**src/rtl/pipes_pkg.sv**
```systemverilog
// Shared pipeline definitions: buffer state encoding, reset PC and the
// fetch/decode payload layout that gets packed into pipe_stage_buf data.
package pipes;

    // Occupancy of a two-entry skid buffer.
    typedef enum logic [1:0] {
        BUF_EMPTY = 2'd0,
        BUF_BUSY  = 2'd1,
        BUF_FULL  = 2'd2
    } buf_state_t;

    // Architectural reset PC; also the default payload after reset.
    localparam logic [63:0] PC_RESET = 64'h8000_0000;

    // F/D payload: packed into in_data/out_data at the instantiation site.
    typedef struct packed {
        logic [63:0] pc;
        logic [31:0] instr;
    } fetch_data_t;

    localparam int FETCH_W = $bits(fetch_data_t);

endpackage

```
**src/rtl/sat_counter.sv**
```systemverilog
// Saturating up-counter: increments on en_i, sticks at all-ones, cleared by reset only.
module sat_counter #(
    parameter int W = 32
) (
    input  logic         clk_i,
    input  logic         rst_ni,
    input  logic         en_i,
    output logic [W-1:0] count_o
);

    logic [W-1:0] count_q;
    logic [W-1:0] count_d;

    // Next count: hold at the maximum instead of wrapping to zero.
    always_comb begin
        count_d = count_q;
        if (en_i && (count_q != {W{1'b1}})) begin
            count_d = count_q + W'(1);
        end
    end

    // Counter register with asynchronous clear.
    always_ff @(posedge clk_i or negedge rst_ni) begin
        if (!rst_ni) begin
            count_q <= '0;
        end else begin
            count_q <= count_d;
        end
    end

    assign count_o = count_q;

endmodule

```
**src/rtl/pipe_stage_buf.sv**
```systemverilog
// Inter-stage pipeline buffer with valid/ready handshake, synchronous flush,
// optional two-entry skid mode (registered in_ready) and a saturating count
// of back-pressure cycles.
module pipe_stage_buf
    import pipes::*;
#(
    parameter int                DATA_W    = 96,
    parameter logic [DATA_W-1:0] RESET_VAL = {PC_RESET, 32'h0},
    parameter int                SKID      = 1,
    parameter int                CNT_W     = 32
) (
    input  logic              clk_i,
    input  logic              rst_ni,
    input  logic              flush_i,
    input  logic              in_valid_i,
    output logic              in_ready_o,
    input  logic [DATA_W-1:0] in_data_i,
    output logic              out_valid_o,
    input  logic              out_ready_i,
    output logic [DATA_W-1:0] out_data_o,
    output logic [CNT_W-1:0]  stall_cnt_o
);

    logic in_fire;
    logic out_fire;

    assign in_fire  = in_valid_i & in_ready_o;
    assign out_fire = out_valid_o & out_ready_i;

    if (SKID != 0) begin : g_skid

        buf_state_t        state_q;
        logic [DATA_W-1:0] main_q;
        logic [DATA_W-1:0] skid_q;
        logic              in_ready_q;
        logic              out_valid_q;

        // Skid FSM: main entry drives the output, skid entry absorbs the one
        // beat that arrives while in_ready was still high. in_ready and
        // out_valid are kept as their own flops so neither has a path from
        // out_ready.
        always_ff @(posedge clk_i or negedge rst_ni) begin
            if (!rst_ni) begin
                state_q     <= BUF_EMPTY;
                main_q      <= RESET_VAL;
                skid_q      <= '0;
                in_ready_q  <= 1'b1;
                out_valid_q <= 1'b0;
            end else if (flush_i) begin
                // Drop everything, including a beat accepted this cycle;
                // main keeps its value so out_data does not glitch.
                state_q     <= BUF_EMPTY;
                in_ready_q  <= 1'b1;
                out_valid_q <= 1'b0;
            end else begin
                case (state_q)
                    BUF_EMPTY: begin
                        if (in_fire) begin
                            main_q      <= in_data_i;
                            state_q     <= BUF_BUSY;
                            out_valid_q <= 1'b1;
                        end
                    end
                    BUF_BUSY: begin
                        if (in_fire && out_fire) begin
                            main_q <= in_data_i;
                        end else if (in_fire) begin
                            skid_q     <= in_data_i;
                            state_q    <= BUF_FULL;
                            in_ready_q <= 1'b0;
                        end else if (out_fire) begin
                            state_q     <= BUF_EMPTY;
                            out_valid_q <= 1'b0;
                        end
                    end
                    BUF_FULL: begin
                        // in_ready is low here, so only the drain can happen.
                        if (out_fire) begin
                            main_q     <= skid_q;
                            state_q    <= BUF_BUSY;
                            in_ready_q <= 1'b1;
                        end
                    end
                    default: begin
                        state_q     <= BUF_EMPTY;
                        in_ready_q  <= 1'b1;
                        out_valid_q <= 1'b0;
                    end
                endcase
            end
        end

        assign in_ready_o  = in_ready_q;
        assign out_valid_o = out_valid_q;
        assign out_data_o  = main_q;

    end else begin : g_reg

        logic [DATA_W-1:0] main_q;
        logic              out_valid_q;

        // Single register: accept whenever the slot is empty or being drained.
        assign in_ready_o = out_ready_i | ~out_valid_q;

        // Single-entry register; a simultaneous in/out fire replaces in place.
        always_ff @(posedge clk_i or negedge rst_ni) begin
            if (!rst_ni) begin
                main_q      <= RESET_VAL;
                out_valid_q <= 1'b0;
            end else if (flush_i) begin
                out_valid_q <= 1'b0;
            end else if (in_fire) begin
                main_q      <= in_data_i;
                out_valid_q <= 1'b1;
            end else if (out_fire) begin
                out_valid_q <= 1'b0;
            end
        end

        assign out_valid_o = out_valid_q;
        assign out_data_o  = main_q;

    end

    sat_counter #(
        .W (CNT_W)
    ) u_stall_cnt (
        .clk_i   (clk_i),
        .rst_ni  (rst_ni),
        .en_i    (out_valid_o & ~out_ready_i),
        .count_o (stall_cnt_o)
    );

endmodule

```
**config.mk**
```make
export PLATFORM = sky130hd
export DESIGN_NAME = pipe_stage_buf
export DESIGN_NICKNAME = d
export VERILOG_FILES = /design/src/rtl/pipes_pkg.sv /design/src/rtl/sat_counter.sv /design/src/rtl/pipe_stage_buf.sv
export SDC_FILE = /design/constraint.sdc
export NUM_CORES = 1
export LEC_CHECK = 0
export BUFFER_PORTS_ARGS = -buffer_cell sky130_fd_sc_hd__buf_4
export CAP_MARGIN = 20
export CORE_UTILIZATION = 45
export CTS_BUF_LIST = sky130_fd_sc_hd__clkbuf_16
export DETAILED_ROUTE_END_ITERATION = 8
export PLACE_DENSITY = 0.71
export SETUP_SLACK_MARGIN = 0.2
export SLEW_MARGIN = 20
export SYNTH_ARGS = -nofsm -noshare
export SYNTH_HDL_FRONTEND = slang
export SYNTH_HIERARCHICAL = 1
export SYNTH_SLANG_ARGS = --single-unit
```
**constraint.sdc**
```tcl
create_clock -name clk_i -period 2.2 [get_ports clk_i]
set_clock_uncertainty 0.15 [all_clocks]
set_input_delay 0.33 -clock clk_i [delete_from_list [all_inputs] [get_ports clk_i]]
set_output_delay 0.33 -clock clk_i [all_outputs]
set_load 0.005 [all_outputs]
```
==> impl_metrics.yaml, run 1 <==
setup_path:
  reg2reg_slack_ns: 0.17
  path_depth: 5
  cp_slowest_stage_delay_ns: 0.42
  critical_path_sink_type: "flip-flop"
  critical_path.slowest_cell: "sky130_fd_sc_hd__nor4_4"
  worst-endpoint-required_ns: 2.46
  rr_endpoint: "u_stall_cnt/count_o[1]$_DFFE_PN0P_"
  timing_worst_setup_path_type: "reg2reg"
  timing.critical_path.max_delay_family: "simple AND/OR/NAND/NOR gates"
  r2r.worst_path.cells: 5
  worstReg2RegStart: "u_stall_cnt/count_o[29]$_DFFE_PN0P_"
  worst_endpoint_data_arrival_time_ns: 2.29
  cp-start-kind: "flip-flop"
  timing.critical_path.cells: "nand4_1, nor4_4, nand2_2, o31ai_4, mux2_4"
  worstPathMaxFanout: 3
  cp.buffers_inverters: 0
detailed_routing:
  drt_pass1_iterations: 5
  number_of_nets_still_failing_antenna_checks_after_routing: 0
  wl_um: 25400
  drt-wirelength-per-cell_um: 17.2
  drt-initial-drc-count: 275
  remaining_routing_drc_violations: 0
  via_per_inst: 5.13
  dr_total_vias: 7556
synth:
  asyncSetResetFlopFracSynth_pct: 100
  ys_dominant_reg_cell: "sky130_fd_sc_hd__dfrtp_1"
  synth_fp_nets: 900
  yosysUniqueCellTypes: 49
  post_synth_edffs: 0
  yosys_register_bits: 228
  synth_largest_type_area_fraction_pct: 56.5
  yosys.area.top_type: "sky130_fd_sc_hd__dfrtp_1"
  syn-mean-instance-area_um2: 12.5
  synth_sequential_area_ratio_pct: 57.1
  synthTopCellsByArea: "sky130_fd_sc_hd__dfrtp_1 (57%), sky130_fd_sc_hd__mux2i_1 (9.6%), sky130_fd_sc_hd__mux2_2 (6.4%), sky130_fd_sc_hd__mux2_4 (6.0%), sky130_fd_sc_hd__a21oi_1 (5.0%)"
  yosys_warnings: 6
  netlist_area_um2: 10000
  netlist_instances: 798
clock_tree:
  clock-root-buffer: "sky130_fd_sc_hd__clkbuf_16"
  cts.htree.levels: 1
  tritoncts: "done"
  clk_pin_slew_worst_paths_ns: 0.06
  clock_latency_ns: 0.53
  clockBufferDepth: 3
  cts-buffers-inserted: 26
  sinks_on_clock_net: 228
finish:
  area_delta_synth_final_pct: 43.9
  post-route-cell-area_um2: 14400
  antenna_cells_inserted: 0
  final_layout_size_suffix_gt1_share_pct: 38.6
  nets: 1276
hold_path:
  timing.hold.worst_endpoint: "in_ready_o$_DFFE_PN1P_"
  whs_path_depth: 4
  timing.hold.worst.class: "in2reg"
  holdCritStartpoint: "in_valid_i"
sta:
  fmax_mhz: 492
  report.final.hold_viol_count: 0
  post-route-period-util_pct: 92.3
  setup_tns_ns: 0
  period_minus_slack_ns: 2.03
  max_slew.worst_pin.slew_ns: 0.499
  grt_setup_unrepaired: "true"
  final-max-slew-violation-count: 0
  setup_violations: 0
  slew_headroom_pct: 66.7
place:
  count_of_port_buffers_added_during_placement: 230
  place_area_um2: 12300
  gp_congestion: 0.816
  post-dp-hpwl_um: 16400
die:
  coreArea_um2: 21800
  floorplan.initialDensity_pct: 45.8
  floorplan.die_area_um2: 22800
  die_h_um: 151
  std_cell_rows: 54
  die_width_um: 151
  design.portCount: 231
global_routing:
  grtUsageTotal_pct: 21.6
  antenna_found_initial: 0
  grt_start_max_net_pins: 60
  grt_first_pass_wirelength_um: 39000
  overflow: 0
  via_count_of_the_first_global_routing_pass: 7591
pwr:
  power.ir.vdd_worst_mv: 0.640
  powerDensity_nw_per_um2: 1110
  cellLeakagePower_nw: 6.47
flow_run:
  max_cap_violations: 0
status:
  status: "completed"
[worst max-delay path by stage]
stage	start	endpoint	slack [ns]
global placement	u_stall_cnt/count_o[23]$_DFFE_PN0P_	u_stall_cnt/count_o[1]$_DFFE_PN0P_	0.17
finish	u_stall_cnt/count_o[29]$_DFFE_PN0P_	u_stall_cnt/count_o[1]$_DFFE_PN0P_	0.17
detailed placement	u_stall_cnt/count_o[23]$_DFFE_PN0P_	u_stall_cnt/count_o[1]$_DFFE_PN0P_	0.11
floorplan	u_stall_cnt/count_o[28]$_DFFE_PN0P_	u_stall_cnt/count_o[1]$_DFFE_PN0P_	0.23
global route	u_stall_cnt/count_o[29]$_DFFE_PN0P_	u_stall_cnt/count_o[1]$_DFFE_PN0P_	0.09
CTS	u_stall_cnt/count_o[11]$_DFFE_PN0P_	u_stall_cnt/count_o[1]$_DFFE_PN0P_	0.18
[logic make-up (layout without fill, tap and decap cells)]
group                      count (synthesis)  count (layout)  share of synthesized area [%]
DFF                                      228             228                           57.1
muxes                                    194             194                           22.1
and+or+nand+nor                          185             185                           8.89
AOI/OAI and AO/OA                        113             113                           6.07
buffers and inverters                     47             442                           3.09
xor gates and xnor gates                  30              30                           2.63
adders and majority gates                  1               1                          0.125
[placed cells by master, fill, tap and decap left out, types with 3 or more instances in the layout]
cell type / synthesis / final
sky130_fd_sc_hd__a21oi_1: 100 / 100
sky130_fd_sc_hd__a31oi_1: 3 / 3
sky130_fd_sc_hd__and4_1: 4 / 3
sky130_fd_sc_hd__buf_12: 4 / 12
sky130_fd_sc_hd__buf_4: 3 / 276
sky130_fd_sc_hd__clkbuf_16: 0 / 27
sky130_fd_sc_hd__clkinv_1: 0 / 7
sky130_fd_sc_hd__clkinv_2: 0 / 4
sky130_fd_sc_hd__dfrtp_1: 226 / 213
sky130_fd_sc_hd__dfrtp_2: 0 / 13
sky130_fd_sc_hd__dlygate4sd3_1: 0 / 99
sky130_fd_sc_hd__inv_1: 2 / 10
sky130_fd_sc_hd__mux2_2: 57 / 57
sky130_fd_sc_hd__mux2_4: 40 / 41
sky130_fd_sc_hd__mux2i_1: 96 / 96
sky130_fd_sc_hd__nand2_1: 17 / 17
sky130_fd_sc_hd__nand3_1: 15 / 15
sky130_fd_sc_hd__nand4_1: 15 / 15
sky130_fd_sc_hd__nor2_1: 108 / 107
sky130_fd_sc_hd__nor2b_4: 0 / 3
sky130_fd_sc_hd__nor3_1: 3 / 3
sky130_fd_sc_hd__xnor2_1: 24 / 24
sky130_fd_sc_hd__xor2_1: 6 / 6
[stage by stage]
stage / setup WS, ns / power (mW) / utilization (%) / std cells / hold WS, ns
2_1_floorplan: 0.232 / 9.35 / - / 798 / -0.116
3_3_place_gp: 0.169 / 11.6 / 56.3 / 1302 / 0.164
3_5_place_dp: 0.107 / 11.8 / 56.3 / 1302 / 0.165
4_1_cts: 0.176 / 16.0 / 64.7 / 1453 / 0.0142
5_1_grt: 0.0897 / 16.9 / 65.9 / 1473 / 0.0367
6_report: 0.169 / 16.0 / 65.9 / 1473 / 0.0365
[registers in the layout, indices dropped and copies added (netlist names)]
name                 count
g_skid.skid_q           96
out_data_o              96
u_stall_cnt/count_o     32
g_skid.state_q           2
in_ready_o               1
out_valid_o              1
[cells in the mapped netlist, types with 2 or more instances]
cell and number:
sky130_fd_sc_hd__buf_2 24, sky130_fd_sc_hd__buf_12 4, sky130_fd_sc_hd__nor4_1 3, sky130_fd_sc_hd__buf_4 3, sky130_fd_sc_hd__nor2_1 108, sky130_fd_sc_hd__buf_1 4
sky130_fd_sc_hd__nand3_1 15, sky130_fd_sc_hd__a31oi_1 3, sky130_fd_sc_hd__nand4_1 15, sky130_fd_sc_hd__and3_1 2, sky130_fd_sc_hd__clkbuf_1 7, sky130_fd_sc_hd__mux2_2 57
sky130_fd_sc_hd__buf_6 2, sky130_fd_sc_hd__dfstp_2 2, sky130_fd_sc_hd__mux2i_1 96, sky130_fd_sc_hd__o211ai_1 2, sky130_fd_sc_hd__nand2_1 17, sky130_fd_sc_hd__nor2b_1 4
sky130_fd_sc_hd__inv_1 2, sky130_fd_sc_hd__nor3_2 2, sky130_fd_sc_hd__or4_4 2, sky130_fd_sc_hd__and4_1 4, sky130_fd_sc_hd__dfrtp_1 226, sky130_fd_sc_hd__nor3_1 3
sky130_fd_sc_hd__xor2_1 6, sky130_fd_sc_hd__a21oi_1 100, sky130_fd_sc_hd__xnor2_1 24, sky130_fd_sc_hd__mux2_4 40
[report_power, final]
part	switching, mW	internal (mW)
clock	1.68	2.25
sequential	1.06	6.01
combinational	1.92	3.04
[final cells by class]
| type | count | area (um2) |
|---|---|---|
| well taps | 280 | 350 |
| fillers | 1591 | 7430 |
| multi-input cells | 523 | 4110 |
| repair buffers | 393 | 3420 |
| clock buffers | 26 | 651 |
| flip-flops and latches | 228 | 5720 |
| clock inverters | 21 | 123 |
| inverters | 2 | 7.51 |
[worst register-to-register path, stage by stage (launching register included)]
cell,delay [ns]
sky130_fd_sc_hd__dfrtp_1,0.39
sky130_fd_sc_hd__nand4_1,0.20
sky130_fd_sc_hd__nor4_4,0.42
sky130_fd_sc_hd__nand2_2,0.13
sky130_fd_sc_hd__o31ai_4,0.30
sky130_fd_sc_hd__mux2_4,0.32
[per-layer routing]
| layer | up-vias | GRT usage [%] | wire (um) |
|---|---|---|---|
| li1 | 3580 | - | - |
| met1 | 3711 | 28.8 | 11100 |
| met2 | 216 | 35.6 | 12000 |
| met3 | 49 | 4.67 | 1650 |
| met4 | 0 | 5.85 | 657 |
| met5 | - | 0 | 0 |
[what timing repair did]
item	in CTS	in global routing
hold buffers	99	0
pin swaps	1	13
buffers inserted	5	19
resized for setup	5	29
gates cloned	0	1
endpoints found under the setup margin	76	33
hold endpoints to repair	247	0
Power figures use the tool's default switching activity.
==> run 2, diff against run 1 <==
CTS_BUF_LIST = sky130_fd_sc_hd__clkbuf_4 sky130_fd_sc_hd__clkbuf_8   (was sky130_fd_sc_hd__clkbuf_16)
==> run 2 against run 1 <==
Compared with the run above: critical path depth fell by 1; fmax is 0.35% lower; worst hold slack improved by 0.026 ns; wire length grew 3.6%; total power down 0.53%; die area stayed put; worst setup slack worse by 0.0071 ns; clock power fell by 4%; first-iteration DRC count shrank 3.3%; register-to-register slack about the same; critical path type unchanged; highest routed layer unchanged.
==> impl_metrics.yaml, run 2 (synthesized netlist as in run 1, its figures left out) <==
setup_path:
  worst-endpoint-required_ns: 2.44
  timing_worst_setup_path_type: "reg2reg"
  worstPathMaxFanout: 4
  cp-start-kind: "flip-flop"
  critical_path_sink_type: "flip-flop"
  worst_endpoint_data_arrival_time_ns: 2.27
pwr:
  power.ir.vdd_worst_mv: 0.514
  cellLeakagePower_nw: 6.49
  powerDensity_nw_per_um2: 1100
clock_tree:
  clk_pin_slew_worst_paths_ns: 0.05
  cts-buffers-inserted: 40
  clock_latency_ns: 0.51
  tritoncts: "done"
  clockBufferDepth: 3
  cts.htree.levels: 2
  sinks_on_clock_net: 228
  clock-root-buffer: "sky130_fd_sc_hd__clkbuf_8"
global_routing:
  via_count_of_the_first_global_routing_pass: 7705
  overflow: 0
  antenna_found_initial: 0
  grt_first_pass_wirelength_um: 39300
  grt_start_max_net_pins: 60
  grtUsageTotal_pct: 21.9
finish:
  number_of_inserted_filler_cells_in_the_final_layout: 1586
  regArea_um2: 5730
  antenna_cells_inserted: 0
  area_delta_synth_final_pct: 44.4
  multi_input_comb_area_um2: 4110
  nets: 1288
  layout.cells.most_common: "sky130_fd_sc_hd__buf_4"
  final_cell_mix: "sky130_fd_sc_hd__buf_4 (269), sky130_fd_sc_hd__dfrtp_1 (210), sky130_fd_sc_hd__nor2_1 (108)"
  final_layout_size_suffix_gt1_share_pct: 40.5
sta:
  setup_violations: 0
  final-max-slew-violation-count: 0
  max_slew.worst_pin.slew_ns: 0.500
  slew_headroom_pct: 66.7
  report.final.hold_viol_count: 0
  post-route-period-util_pct: 92.6
  period_minus_slack_ns: 2.04
  fin_ws_ns: 0.162
  setup_tns_ns: 0
  fmax_mhz: 491
  grt_setup_unrepaired: "true"
place:
  place_ws_ns: 0.107
  post-dp-hpwl_um: 16400
  count_of_port_buffers_added_during_placement: 230
  gp_congestion: 0.816
die:
  design.portCount: 231
  floorplan.initialDensity_pct: 45.8
  std_cell_rows: 54
  die_width_um: 151
  floorplan.die_area_um2: 22800
  die_h_um: 151
  coreArea_um2: 21800
detailed_routing:
  via_per_inst: 5.13
  dr_total_vias: 7616
  remaining_routing_drc_violations: 0
  drt-initial-drc-count: 266
  number_of_nets_still_failing_antenna_checks_after_routing: 0
  wl_um: 26300
  drt_pass1_iterations: 6
  drt-wirelength-per-cell_um: 17.7
status:
  status: "completed"
hold_path:
  timing.hold.worst.class: "in2reg"
flow_run:
  max_cap_violations: 0
[run 2: final timing paths]
path	depth (start not counted)	start	slack, ns	end
setup / recovery	4	u_stall_cnt/count_o[8]$_DFFE_PN0P_	0.16	u_stall_cnt/count_o[1]$_DFFE_PN0P_
hold / removal	4	in_valid_i	0.06	in_ready_o$_DFFE_PN1P_
min in group asynchronous	2	rst_ni	0.21	out_data_o[57]$_DFFE_PN0P_
hold reg to reg	1	g_skid.skid_q[34]$_DFFE_PN0P_	0.35	g_skid.skid_q[34]$_DFFE_PN0P_
max in group asynchronous	3	rst_ni	0.97	g_skid.skid_q[1]$_DFFE_PN0P_
setup reg to reg	4	u_stall_cnt/count_o[8]$_DFFE_PN0P_	0.16	u_stall_cnt/count_o[1]$_DFFE_PN0P_
[run 2: critical path: stages (launching register included)]
cell and delay (ns):
sky130_fd_sc_hd__dfrtp_1 0.40, sky130_fd_sc_hd__nand2_1 0.15, sky130_fd_sc_hd__or4_4 0.59, sky130_fd_sc_hd__o31ai_4 0.29, sky130_fd_sc_hd__mux2_1 0.34
[run 2: layout make-up]
| type | instances | share of cell area, % |
|---|---|---|
| clock buffers | 60 | 5.02 |
| clock inverters | 1 | 0.208 |
| inverters | 2 | 0.0520 |
| multi-input cells | 524 | 28.5 |
| flip-flops and latches | 228 | 39.6 |
| well taps | 280 | 2.42 |
| repair buffers | 390 | 24.2 |
[run 2: per-layer routing]
layer / up-vias / part of all wire [%] / global-route usage, %
met3: 39 / 6.2 / 5.30
met1: 3752 / 43 / 28.3
li1: 3608 / - / -
met2: 217 / 49 / 36.3
met5: - / 0 / 0
met4: 0 / 1.7 / 6.45
[run 2: where the power goes]
| part | switching, mW | internal, mW |
|---|---|---|
| Clock | 1.61 | 2.19 |
| Combinational | 1.95 | 3.05 |
| Sequential | 1.06 | 6.01 |
| Total | 4.62 | 11.2 |
[run 2: what timing repair did]
| item | in CTS | in global routing |
|---|---|---|
| cloned | 0 | 7 |
| pin swaps | 1 | 16 |
| resized for setup | 4 | 30 |
| setup endpoints to repair | 88 | 85 |
| endpoints found under the hold margin | 244 | 0 |
| buffers inserted | 1 | 15 |
| hold buffers | 99 | 0 |
[run 2: stage by stage]
stage | util (%) | instances | hold slack (ns) | power (mW) | instance area [um2]
floorplan | - | 798 | -0.116 | 9.35 | 10000
global route | 66.2 | 1485 | 0.0321 | 16.9 | 14400
finish | 66.2 | 1485 | 0.0623 | 15.9 | 14400
CTS | 64.5 | 1463 | 0.0121 | 15.9 | 14100
detailed placement | 56.3 | 1302 | 0.165 | 11.8 | 12300
global placement | 56.3 | 1302 | 0.164 | 11.6 | 12300
==> run 3, diff against run 2 <==
SETUP_SLACK_MARGIN = 0.5   (was 0.2)
==> run 3 against run 2 <==
Compared with the run above: core utilization grew 12 points; worst hold slack improved by 0.022 ns; critical endpoint is now u_stall_cnt/count_o[11]$_DFFE_PN0P_; fmax is 0.99% lower; worst setup slack worse by 0.020 ns; via count rose by 14%; non-clock buffer count grew 85; cell count grew 6.5%; total power is 19% higher.
==> impl_metrics.yaml, run 3 (synthesized netlist as in run 1, its figures left out) <==
place:
  gp_congestion: 0.843
  place_area_um2: 12300
  count_of_port_buffers_added_during_placement: 230
  place_ws_ns: 0.106
  post-dp-hpwl_um: 15900
pwr:
  cellLeakagePower_nw: 7.36
  power.ir.vdd_worst_mv: 0.523
  powerDensity_nw_per_um2: 1110
  sequential_cell_fraction_of_total_power_pct: 40.8
  clock_share_of_power_pct: 21.7
  power_report.internal_total_mw: 12.5
  finalPower_mw: 18.8
  power_switching_mw: 6.32
  switching_share_pct: 33.6
  power.combinational.fraction_pct: 37.5
global_routing:
  use_met2_pct: 41.9
  grt_start_max_net_pins: 61
  met3_usage_pct: 4.91
  grt_first_pass_wirelength_um: 43300
  grt_busiest_layer: "met2"
  grtUsageMet1_pct: 31.0
  grtUsageTotal_pct: 24.4
  antenna_found_initial: 1
  via_count_of_the_first_global_routing_pass: 8259
  overflow: 0
finish:
  nets: 1374
  final_layout_size_suffix_gt1_share_pct: 60.8
  multi_input_comb_area_um2: 5250
  post-route-cell-area_um2: 17000
  final_cell_mix: "sky130_fd_sc_hd__buf_4 (277), sky130_fd_sc_hd__dfrtp_1 (208), sky130_fd_sc_hd__dlygate4sd3_1 (99)"
  finish.utilization_pct: 78.0
  regArea_um2: 5730
  number_of_inserted_filler_cells_in_the_final_layout: 1160
  layout.cells.most_common: "sky130_fd_sc_hd__buf_4"
  area_delta_synth_final_pct: 70.2
clock_tree:
  sinks_on_clock_net: 228
  cts.htree.levels: 2
  clockBufferDepth: 3
  clock-root-buffer: "sky130_fd_sc_hd__clkbuf_8"
  clock_latency_ns: 0.56
  clk_pin_slew_worst_paths_ns: 0.06
  cts-buffers-inserted: 41
  tritoncts: "done"
detailed_routing:
  remaining_routing_drc_violations: 0
  drt_pass1_iterations: 5
  dr_total_vias: 8688
  via_per_inst: 5.50
  wl_um: 36600
  number_of_nets_still_failing_antenna_checks_after_routing: 0
  drt-initial-drc-count: 361
  drt-wirelength-per-cell_um: 23.2
hold_path:
  timing.hold.worst.class: "in2reg"
sta:
  fin_ws_ns: 0.142
  report.final.hold_viol_count: 0
  period_minus_slack_ns: 2.06
  slew_headroom_pct: 64.9
  max_slew.worst_pin.slew_ns: 0.527
  grt_setup_unrepaired: "true"
  post-route-period-util_pct: 93.6
  setup_violations: 0
  final-max-slew-violation-count: 0
  setup_tns_ns: 0
  fmax_mhz: 486
die:
  die_h_um: 151
  floorplan.die_area_um2: 22800
  die_width_um: 151
  design.portCount: 231
  floorplan.initialDensity_pct: 45.8
  std_cell_rows: 54
  coreArea_um2: 21800
setup_path:
  worstPathMaxFanout: 11
  timing_worst_setup_path_type: "reg2reg"
  cp-start-kind: "flip-flop"
  worst-endpoint-required_ns: 2.48
  critical_path_sink_type: "flip-flop"
  worst_endpoint_data_arrival_time_ns: 2.34
status:
  status: "completed"
flow_run:
  max_cap_violations: 0
run 3: cell count changes in the layout (fill, tap and decap cells not counted), moves of 6 or more:
cell	previous run	this run
sky130_fd_sc_hd__buf_12	11	24
sky130_fd_sc_hd__a21oi_2	0	90
sky130_fd_sc_hd__buf_16	3	11
sky130_fd_sc_hd__nand3_2	1	7
sky130_fd_sc_hd__nor2_2	0	11
sky130_fd_sc_hd__nor2_1	108	15
sky130_fd_sc_hd__buf_4	269	277
sky130_fd_sc_hd__buf_6	0	39
sky130_fd_sc_hd__a21oi_1	100	10
sky130_fd_sc_hd__nand2_1	17	11
sky130_fd_sc_hd__clkbuf_16	6	21
sky130_fd_sc_hd__nand3_1	14	7
sky130_fd_sc_hd__nand2_2	1	7
sky130_fd_sc_hd__nor2_4	0	82
run 3: per-layer routing:
layer	wire length, um	up-vias
met1	14100	4452
met4	1370	0
li1	-	3782
met2	18700	350
met5	0	-
met3	2500	104
run 3: worst paths after layout:
kind | to | slack [ns] | startpoint | depth (start not counted)
max | u_stall_cnt/count_o[11]$_DFFE_PN0P_ | 0.14 | u_stall_cnt/count_o[25]$_DFFE_PN0P_ | 7
min | in_ready_o$_DFFE_PN1P_ | 0.08 | out_ready_i | 3
max reg2reg | u_stall_cnt/count_o[11]$_DFFE_PN0P_ | 0.14 | u_stall_cnt/count_o[25]$_DFFE_PN0P_ | 7
min reg2reg | g_skid.skid_q[19]$_DFFE_PN0P_ | 0.35 | g_skid.skid_q[19]$_DFFE_PN0P_ | 1
max in group asynchronous | in_ready_o$_DFFE_PN1P_ | 0.97 | rst_ni | 3
min in group asynchronous | g_skid.skid_q[87]$_DFFE_PN0P_ | 0.18 | rst_ni | 2
run 3: metrics by stage:
step	instances	hold slack, ns
global placement	1299	0.163
global route	1580	0.0809
floorplan	798	-0.116
detailed placement	1299	0.164
CTS	1522	0.00341
finish	1581	0.0840
run 3: worst max-delay path, cell delays in order (launching register included):
cell and delay, ns:
sky130_fd_sc_hd__dfrtp_1 0.45, sky130_fd_sc_hd__nand4_1 0.23, sky130_fd_sc_hd__nor4_4 0.37, sky130_fd_sc_hd__buf_4 0.18
sky130_fd_sc_hd__nand4_1 0.14, sky130_fd_sc_hd__buf_6 0.18, sky130_fd_sc_hd__nand3_1 0.11, sky130_fd_sc_hd__xnor2_1 0.16
run 3: area by class of cell:
type | instances | area share [%]
diodes | 2 | 0.0294
clock buffers | 65 | 4.59
clock inverters | 5 | 0.176
inverters | 2 | 0.0441
multi-input cells | 524 | 30.8
flip-flops and latches | 228 | 33.6
well taps | 280 | 2.06
repair buffers | 475 | 28.6
run 3: power by group through the flow:
stage / clock network, mW / logic (mW) / registers [mW]
6_report: 4.09 / 7.06 / 7.68
3_5_place_dp: 0 / 4.78 / 7.11
5_1_grt: 4.32 / 7.49 / 7.86
3_3_place_gp: 0 / 4.66 / 7.02
4_1_cts: 4.05 / 5.29 / 7.05
2_1_floorplan: 0 / 2.40 / 6.97
run 3: repair_timing:
item	CTS	global route
setup endpoints to repair	229	238
cloned	9	25
setup buffers	45	32
endpoints found under the hold margin	256	0
resized for setup	61	331
pin swaps	24	19
hold buffers	99	0
